===== src/rtl/hdd_spinup_sched.sv =====
`default_nettype none
// ============================================================================
// Module   : hdd_spinup_sched
// Purpose  : Staggered spin-up scheduler for HDD power rails. Grants pending
//            power-on requests in round-robin order. At most MAX_CONC drives
//            are in their inrush (SPINUP) window at once. Power-off requests
//            take effect on the next edge and are never arbitrated.
// Ports    : SYSCLK     - system clock, rising edge
//            RESET      - synchronous, active-high reset
//            TICK       - one-cycle timebase strobe (1 Hz)
//            REQ_ON     - per-drive power request, 1 = want on
//            PWR_EN_L   - per-drive power enable, active-low
//            SPINUP_CNT - registered count of drives in SPINUP
//            PEND       - registered mask of requesting drives still OFF
//            BUSY       - spin-up in progress or requests pending
// Revision : 1.0 - initial release
// ============================================================================
module hdd_spinup_sched #(
  parameter int NUM_HDD      = 15,
  parameter int MAX_CONC     = 2,
  parameter int SPINUP_TICKS = 4
) (
  input  logic               SYSCLK,
  input  logic               RESET,
  input  logic               TICK,
  input  logic [NUM_HDD-1:0] REQ_ON,
  output logic [NUM_HDD-1:0] PWR_EN_L,
  output logic [4:0]         SPINUP_CNT,
  output logic [NUM_HDD-1:0] PEND,
  output logic               BUSY
);

  localparam int PTR_W = $clog2(NUM_HDD);

  typedef enum logic [1:0] {
    ST_OFF    = 2'd0,
    ST_SPINUP = 2'd1,
    ST_ON     = 2'd2
  } drv_state_e;

  drv_state_e         state_q [NUM_HDD];
  drv_state_e         state_d [NUM_HDD];
  logic [3:0]         timer_q [NUM_HDD];
  logic [3:0]         timer_d [NUM_HDD];
  logic [PTR_W-1:0]   rr_ptr_q, rr_ptr_d;
  logic [4:0]         spinup_cnt_q, spinup_cnt_d;
  logic [NUM_HDD-1:0] pend_q, pend_d;
  logic               grant_q;

  logic [NUM_HDD-1:0] cand;
  logic [NUM_HDD-1:0] grant_oh;
  logic               grant_ok;
  logic               grant_vld;
  logic [PTR_W-1:0]   grant_idx;
  int                 rr_idx;
  int                 nxt_ptr;

  // Arbitration. SPINUP_CNT is a registered popcount, so a drive granted on
  // the previous edge is already in SPINUP but not yet counted. Adding the
  // previous-cycle grant keeps back-to-back grants from overshooting
  // MAX_CONC while the count catches up.
  always_comb begin
    cand      = '0;
    grant_oh  = '0;
    grant_vld = 1'b0;
    grant_idx = '0;
    rr_idx    = 0;
    nxt_ptr   = 0;
    rr_ptr_d  = rr_ptr_q;

    for (int i = 0; i < NUM_HDD; i++) begin
      cand[i] = REQ_ON[i] && (state_q[i] == ST_OFF);
    end

    grant_ok = (int'(spinup_cnt_q) + int'(grant_q)) < MAX_CONC;

    if (grant_ok) begin
      for (int off = 0; off < NUM_HDD; off++) begin
        rr_idx = int'(rr_ptr_q) + off;
        if (rr_idx >= NUM_HDD) begin
          rr_idx = rr_idx - NUM_HDD;
        end
        if (!grant_vld && cand[PTR_W'(rr_idx)]) begin
          grant_vld = 1'b1;
          grant_idx = PTR_W'(rr_idx);
        end
      end
    end

    if (grant_vld) begin
      grant_oh[grant_idx] = 1'b1;
      nxt_ptr  = int'(grant_idx) + 1;
      rr_ptr_d = (nxt_ptr >= NUM_HDD) ? '0 : PTR_W'(nxt_ptr);
    end
  end

  // Per-drive state machines and the SPINUP population count.
  always_comb begin
    spinup_cnt_d = '0;
    pend_d       = cand & ~grant_oh;
    for (int i = 0; i < NUM_HDD; i++) begin
      state_d[i] = state_q[i];
      timer_d[i] = timer_q[i];
      if (state_q[i] == ST_SPINUP) begin
        spinup_cnt_d = spinup_cnt_d + 5'd1;
      end
      case (state_q[i])
        ST_OFF: begin
          if (grant_oh[i]) begin
            // Load on the grant edge even if TICK is high: the window is
            // SPINUP_TICKS full ticks after the grant.
            state_d[i] = ST_SPINUP;
            timer_d[i] = 4'(SPINUP_TICKS);
          end
        end
        ST_SPINUP: begin
          if (!REQ_ON[i]) begin
            state_d[i] = ST_OFF;
            timer_d[i] = 4'd0;
          end else if (TICK) begin
            if (timer_q[i] == 4'd1) begin
              state_d[i] = ST_ON;
              timer_d[i] = 4'd0;
            end else begin
              timer_d[i] = timer_q[i] - 4'd1;
            end
          end
        end
        ST_ON: begin
          if (!REQ_ON[i]) begin
            state_d[i] = ST_OFF;
          end
        end
        default: begin
          state_d[i] = ST_OFF;
          timer_d[i] = 4'd0;
        end
      endcase
    end
  end

  always_ff @(posedge SYSCLK) begin
    if (RESET) begin
      for (int i = 0; i < NUM_HDD; i++) begin
        state_q[i] <= ST_OFF;
        timer_q[i] <= 4'd0;
      end
      rr_ptr_q     <= '0;
      spinup_cnt_q <= '0;
      pend_q       <= '0;
      grant_q      <= 1'b0;
    end else begin
      for (int i = 0; i < NUM_HDD; i++) begin
        state_q[i] <= state_d[i];
        timer_q[i] <= timer_d[i];
      end
      rr_ptr_q     <= rr_ptr_d;
      spinup_cnt_q <= spinup_cnt_d;
      pend_q       <= pend_d;
      grant_q      <= grant_vld;
    end
  end

  // Enables decode straight from the state registers.
  for (genvar g = 0; g < NUM_HDD; g++) begin : g_pwr_en
    assign PWR_EN_L[g] = (state_q[g] == ST_OFF);
  end

  assign SPINUP_CNT = spinup_cnt_q;
  assign PEND       = pend_q;
  assign BUSY       = (spinup_cnt_q != 5'd0) || (pend_q != '0);

endmodule
`default_nettype wire


===== config.mk =====
export PLATFORM = sky130hd
export DESIGN_NAME = hdd_spinup_sched
export DESIGN_NICKNAME = d
export VERILOG_FILES = /design/src/rtl/hdd_spinup_sched.sv
export SDC_FILE = /design/constraint.sdc
export NUM_CORES = 1
export LEC_CHECK = 0
export BUFFER_PORTS_ARGS = -buffer_cell sky130_fd_sc_hd__buf_2
export CORE_ASPECT_RATIO = 2
export CORE_MARGIN = 2
export CORE_UTILIZATION = 65
export CTS_CLUSTER_SIZE = 8
export DETAILED_ROUTE_END_ITERATION = 8
export HOLD_SLACK_MARGIN = 0.12
export MAX_ROUTING_LAYER = met4
export PLACE_DENSITY = 0.83
export SYNTH_ARGS = -nofsm -noshare
export SYNTH_HDL_FRONTEND = slang
export SYNTH_SLANG_ARGS = --single-unit

===== constraint.sdc =====
create_clock -name SYSCLK -period 11.6 [get_ports SYSCLK]
set_input_delay 0.58 -clock SYSCLK [delete_from_list [all_inputs] [get_ports SYSCLK]]
set_output_delay 0.58 -clock SYSCLK [all_outputs]
set_load 0.1 [all_outputs]

==> results of run 1 <==
-- Yosys cell counts, types with 9 or more instances --
cell type | count | area, um^2
sky130_fd_sc_hd__o21a_1 | 23 | 172.7
sky130_fd_sc_hd__mux4_2 | 11 | 247.7
sky130_fd_sc_hd__nor3_1 | 63 | 315.3
sky130_fd_sc_hd__nor2_1 | 167 | 626.9
sky130_fd_sc_hd__nand3b_1 | 10 | 75.07
sky130_fd_sc_hd__nor4b_1 | 9 | 78.83
sky130_fd_sc_hd__clkbuf_1 | 79 | 296.5
sky130_fd_sc_hd__nand3_1 | 73 | 365.4
sky130_fd_sc_hd__a221oi_1 | 13 | 113.9
sky130_fd_sc_hd__o32ai_1 | 10 | 87.58
sky130_fd_sc_hd__a211o_1 | 9 | 78.83
sky130_fd_sc_hd__a31oi_1 | 56 | 350.3
sky130_fd_sc_hd__nand2_1 | 162 | 608.1
sky130_fd_sc_hd__o21ai_0 | 74 | 370.4
sky130_fd_sc_hd__or3b_1 | 9 | 78.83
sky130_fd_sc_hd__xnor2_1 | 48 | 420.4
sky130_fd_sc_hd__or3_1 | 18 | 112.6
sky130_fd_sc_hd__xor2_1 | 14 | 122.6
sky130_fd_sc_hd__inv_1 | 77 | 289.0
sky130_fd_sc_hd__a22oi_1 | 11 | 82.58
sky130_fd_sc_hd__a21o_1 | 23 | 172.7
sky130_fd_sc_hd__a32o_1 | 9 | 90.09
sky130_fd_sc_hd__o31ai_1 | 13 | 97.59
sky130_fd_sc_hd__ha_1 | 64 | 800.8
sky130_fd_sc_hd__nor2b_1 | 32 | 200.2
sky130_fd_sc_hd__a211oi_1 | 55 | 412.9
sky130_fd_sc_hd__o21ai_1 | 26 | 130.1
sky130_fd_sc_hd__nand4_1 | 26 | 162.7
sky130_fd_sc_hd__o211ai_1 | 24 | 180.2
sky130_fd_sc_hd__dfxtp_1 | 115 | 2302
sky130_fd_sc_hd__and3_1 | 24 | 150.1
sky130_fd_sc_hd__nand2b_1 | 19 | 118.9
sky130_fd_sc_hd__nor3b_1 | 17 | 127.6
sky130_fd_sc_hd__a21oi_1 | 160 | 800.8
sky130_fd_sc_hd__buf_2 | 30 | 150.1
sky130_fd_sc_hd__and2_1 | 29 | 181.4
sky130_fd_sc_hd__mux2i_1 | 58 | 580.6
sky130_fd_sc_hd__buf_4 | 23 | 172.7
sky130_fd_sc_hd__o22ai_1 | 20 | 125.1
sky130_fd_sc_hd__nor4_1 | 15 | 93.84
sky130_fd_sc_hd__buf_1 | 9 | 33.78
-- cell families after synthesis --
logic type	after synthesis	share of synthesized area, %
multiplexers	79	6.630
flip-flops	115	16.22
XOR/XNOR	74	5.537
buffers and inverters	223	6.824
AO/OA/AOI/OAI	674	32.97
adder cells (fa/ha/maj)	64	5.643
AND/OR/NAND/NOR	721	26.18
-- layer usage --
layer / overflow / global-route usage (%)
met1: 1 / 67.84
met2: 17 / 89.22
met4: 23 / 68.13
met3: 0 / 44.14
met5: - / -
-- metrics by stage --
stage	setup slack, ns	hold slack [ns]
after floorplan	3.365	0.4443
after detailed placement	2.583	0.4733
after global placement	2.912	0.4562
after CTS	1.967	0.4493
==> impl_summary.txt, run 1 <==
----------------------------------------------------
[CTS]
  Post CTS Setup Buffer Count ... 0
  Number of hold buffers added after cts ... 0
  Clock root buffer ... sky130_fd_sc_hd__clkbuf_16
  Number of sinks handled by clock tree synthesis ... about 120
  Buffers from clock root to sink, at most ... 2
  Post-cts repair resize count ... 0
  Number of buffers added by the clock tree synthesis step ... 17
  CTS H-Tree Depth ... 4

[Synthesis]
  Syn_nets ... a little over 2k
  Synthesis Warnings ... 0
  Number of synthesized flops with an enable pin ... 0
  Proportion of synthesized chip area in sequential cells ... roughly 16%
  Syn Std Cell Area ... 0.01419 mm^2
  Distinct cell type count after synthesis ... roughly 120
  Top flip-flop cell by instance count after synthesis ... sky130_fd_sc_hd__dfxtp_1
  Share of flip-flops with an asynchronous set or reset ... 0%
  Post-Synthesis Cells ... 1950
  Mapped Avg Cell Area ... between 7 and 8 um^2
  Register bit total from synthesis ... between 100 and 150

[Floorplanning]
  Top-Level Pins ... 54
  Row Count ... 76
  Effective utilization at floorplan ... about 66%
  Width of the chip ... about 110 um
  Die Y ... 213.0 um

[Global routing]
  Total GRT Usage ... a little under 70%
  First-pass GRT wire length ... 118400 um
  Via count of the first global-routing pass ... roughly 19k
  Overflow after GRT ... a little over 40
  Largest net degree at the start of global routing ... between 70 and 80

[Run status]
  First Error ... [ERROR GRT-0116] Global routing finished with congestion. Check the congestion regions in the DRC Viewer.
  Result of the run ... did not finish
  Step where the flow halted ... 5_1_grt

[Place]
  Count of input and output buffers ... between 50 and 60
  Placed instance count ... ~2.2k
  Placer's final routability congestion estimate ... roughly 1.1
  Total cell area at the placement stage ... 0.01444 mm^2
  HPWL Detailed ... roughly 46000 um

----------------------------------------------------
==> inputs of run 2 (changes only) <==
==> config.mk (replaced) <==
export PLATFORM = sky130hd
export DESIGN_NAME = hdd_spinup_sched
export DESIGN_NICKNAME = d
export VERILOG_FILES = /design/src/rtl/hdd_spinup_sched.sv
export SDC_FILE = /design/constraint.sdc
export NUM_CORES = 1
export LEC_CHECK = 0
export BUFFER_PORTS_ARGS = -buffer_cell sky130_fd_sc_hd__buf_2
export CORE_MARGIN = 2
export CORE_UTILIZATION = 40
export DETAILED_ROUTE_END_ITERATION = 8
export PLACE_DENSITY_LB_ADDON = 0.15
export SYNTH_ARGS = -nofsm -noshare
export SYNTH_HDL_FRONTEND = slang
export SYNTH_SLANG_ARGS = --single-unit
==> run 2 against run 1 <==
Compared with the run above:
- the run now ends clean
- area after synthesis is the same
- synthesized cell count unchanged
==> impl_summary.txt, run 2 <==
----------------------------------------------------
[Run status]
  Result of the run ... finished clean

[Floorplanning]
  Effective utilization at floorplan ... 40.88% (-25 points)
  Core area ... 0.03471 mm^2
  Overall die area ... between 0.03 and 0.04 mm^2
  Row Count ... 68 (-11%)
  Width of the chip ... 192.4 um (+77%)
  Top-Level Pins ... 54 (unchanged)
  Die Y ... 192.4 um (-9.7%)

[CTS]
  Number of buffers added by the clock tree synthesis step ... 17 (unchanged)
  Number of hold buffers added after cts ... 0 (unchanged)
  Number of sinks handled by clock tree synthesis ... 115 (unchanged)
  Clock root buffer ... sky130_fd_sc_hd__clkbuf_16
  Clock-pin slew reported for the worst setup and hold paths after clock tree synthesis ... 0.06 ns
  Buffers from clock root to sink, at most ... 2 (unchanged)
  CTS H-Tree Depth ... 4 (unchanged)
  CTS tree ... yes
  Post CTS Setup Buffer Count ... 0 (unchanged)
  Insertion delay to the later sink of the worst-skew pair ... 0.44 ns
  Post-cts repair resize count ... 0 (unchanged)

[Setup path]
  Maximum cell stage delay along the critical path ... around 0.48 ns
  Element type at the critical path end ... flop
  Kind of critical path ... flop to flop
  Worst path arrival time ... 9.29 ns
  Critical path's slowest cell ... sky130_fd_sc_hd__dfxtp_1
  Crit start category ... flop
  Critical path required time ... approximately 12 ns
  Maximum fanout along the worst path ... 10
  Critical path's most frequent cell ... sky130_fd_sc_hd__ha_1

[Layout]
  Largest register by flop count ... timer_q
  Final antenna diode count ... 0
  Layout net count ... ~2k
  Most used cells in the layout excluding fill and tap cells ... sky130_fd_sc_hd__nor2_1, sky130_fd_sc_hd__nand2_1, sky130_fd_sc_hd__a21oi_1
  Flip-flop count of the largest register, all copies and words added ... 60
  Fraction of layout instances using a drive strength above 1 ... about a tenth
  Most common library cell in the layout ignoring fill and taps ... sky130_fd_sc_hd__nor2_1
  Syn-to-layout area delta ... 7.865%

[Synthesis]
  Post-synth top cells ... sky130_fd_sc_hd__nor2_1, sky130_fd_sc_hd__nand2_1, sky130_fd_sc_hd__a21oi_1, sky130_fd_sc_hd__dfxtp_1, sky130_fd_sc_hd__clkbuf_1
  Proportion of synthesized chip area in sequential cells ... 16.22% (unchanged)
  Distinct cell type count after synthesis ... 117 (unchanged)
  Syn Std Cell Area ... 0.01419 mm^2 (unchanged)
  Synthesis Warnings ... 0 (unchanged)
  Post-Synthesis Cells ... 1950 (unchanged)
  Mapped Avg Cell Area ... 7.277 um^2 (unchanged)
  Dominant cells by area after synthesis ... sky130_fd_sc_hd__dfxtp_1, sky130_fd_sc_hd__a21oi_1, sky130_fd_sc_hd__ha_1
  Register bit total from synthesis ... 115 (unchanged)
  Post-synth top area share ... 16.22% (unchanged)
  Top flip-flop cell by instance count after synthesis ... sky130_fd_sc_hd__dfxtp_1
  Number of synthesized flops with an enable pin ... 0 (unchanged)
  Syn_nets ... 2032 (unchanged)
  Share of flip-flops with an asynchronous set or reset ... 0% (unchanged)
  Count leader, synth ... sky130_fd_sc_hd__nor2_1
  Yosys top cell by area ... sky130_fd_sc_hd__dfxtp_1

[Global routing]
  Number of antenna violations at the first check in global routing ... 1
  Largest net degree at the start of global routing ... 60
  Total GRT Usage ... between 30% and 40%
  Overflow after GRT ... 0
  Via count of the first global-routing pass ... approximately 15k
  First-pass GRT wire length ... ~86000 um

[STA]
  Max Fclk ... around 0.11 GHz
  Actual transition at the worst max-transition pin ... between 1 and 1.5 ns
  Total count of hold-check failures in the final report ... 0
  Count of final max-slew check failures ... 0
  TNS Setup ... 0 ns
  Post-layout min period ... just under 9 ns
  Setup skew after layout ... between 0.008 and 0.009 ns
  Final setup violating endpoints ... 0
  Slew margin rel. ... between 10% and 20%
  Setup repair after global routing missed its margin ... false
  Post-route clock period utilization ... between 70% and 80%

[Min path]
  Classification of the worst-slack hold path ... input pin to flop

[Drt]
  Detail Route Antenna Nets ... 0
  Via count ... roughly 16k
  Total routed wirelength ... ~57000 um
  Remaining routing DRC violations ... 0
  Router iterations before antenna repair ... 7
  Drt first-iter violations ... between 1.5k and 2k
  Per-cell routed wire length ... approximately 24 um
  Vias per inst ... 6.698

[Place]
  HPWL Detailed ... 40270 um (-12%)
  Placer's final routability congestion estimate ... 1.003 (-12%)
  Count of input and output buffers ... 53 (unchanged)

[Flow run]
  Max-cap viol count ... 0

----------------------------------------------------
[run 2: metal layers]
metal / vias up / GRT usage (%) / part of all wire [%]
met4: 2 / 14.94 / 5.1
met2: 834 / 47.68 / 45
met5: - / 0 / 0.032
met3: 191 / 7.620 / 9.4
met1: 7672 / 38.13 / 41
li1: 7316 / - / -
[run 2: cell families after synthesis]
family	Yosys count	synth area share [%]
buffers and inverters	223	6.824
flip-flops	115	16.22
AO/OA/AOI/OAI	674	32.97
XOR/XNOR	74	5.537
adder cells (fa/ha/maj)	64	5.643
multiplexers	79	6.630
AND/OR/NAND/NOR	721	26.18
[run 2: area by class of cell]
cell class | count | area (um^2)
timing repair buffer | 96 | 590.6
multi-input combinational | 1612 | 10940
fill | 3572 | 19410
sequential | 115 | 2306
inverter | 81 | 304.0
clock buffer | 21 | 491.7
clock inverter | 11 | 101.3
tap | 455 | 569.3
[run 2: critical path, delay by kind of cell (launching register included)]
family	cells	cell delay, ns
compound gates	7	0.78
mux	6	1.54
buf+inv	4	0.29
flops	1	0.48
fa+ha+maj	13	3.86
simple gates	9	1.74
xor+xnor	1	0.18
[run 2: worst paths after layout]
| check | from | to | slack (ns) | cells after the start |
|---|---|---|---|---|
| max | state_q[0][0] | SPINUP_CNT[4] | 2.67 | 40 |
| min | REQ_ON[12] | state_q[1][9] | 0.43 | 2 |
| max reg2reg | state_q[0][0] | SPINUP_CNT[4] | 2.67 | 40 |
| min reg2reg | timer_q[1][1] | timer_q[1][1] | 0.48 | 2 |
[run 2: stage by stage]
step | setup WS (ns) | instance area [um^2] | hold WS [ns] | utilization [%] | instances
finish | 2.673 | 15310 | 0.4345 | 44.10 | 2391
global route | 2.007 | 15310 | 0.4358 | 44.10 | 2391
CTS | 2.679 | 15310 | 0.4207 | 44.10 | 2391
detailed placement | 2.723 | 14710 | 0.4724 | 42.39 | 2359
global placement | 2.900 | 14710 | 0.4616 | 42.39 | 2359
floorplan | 3.365 | 14190 | 0.4443 | - | 1950
Power of run 2 is left out: the tool's default activity adds up to more than one toggle a clock period on the data nets, which glitch-free logic cannot reach.
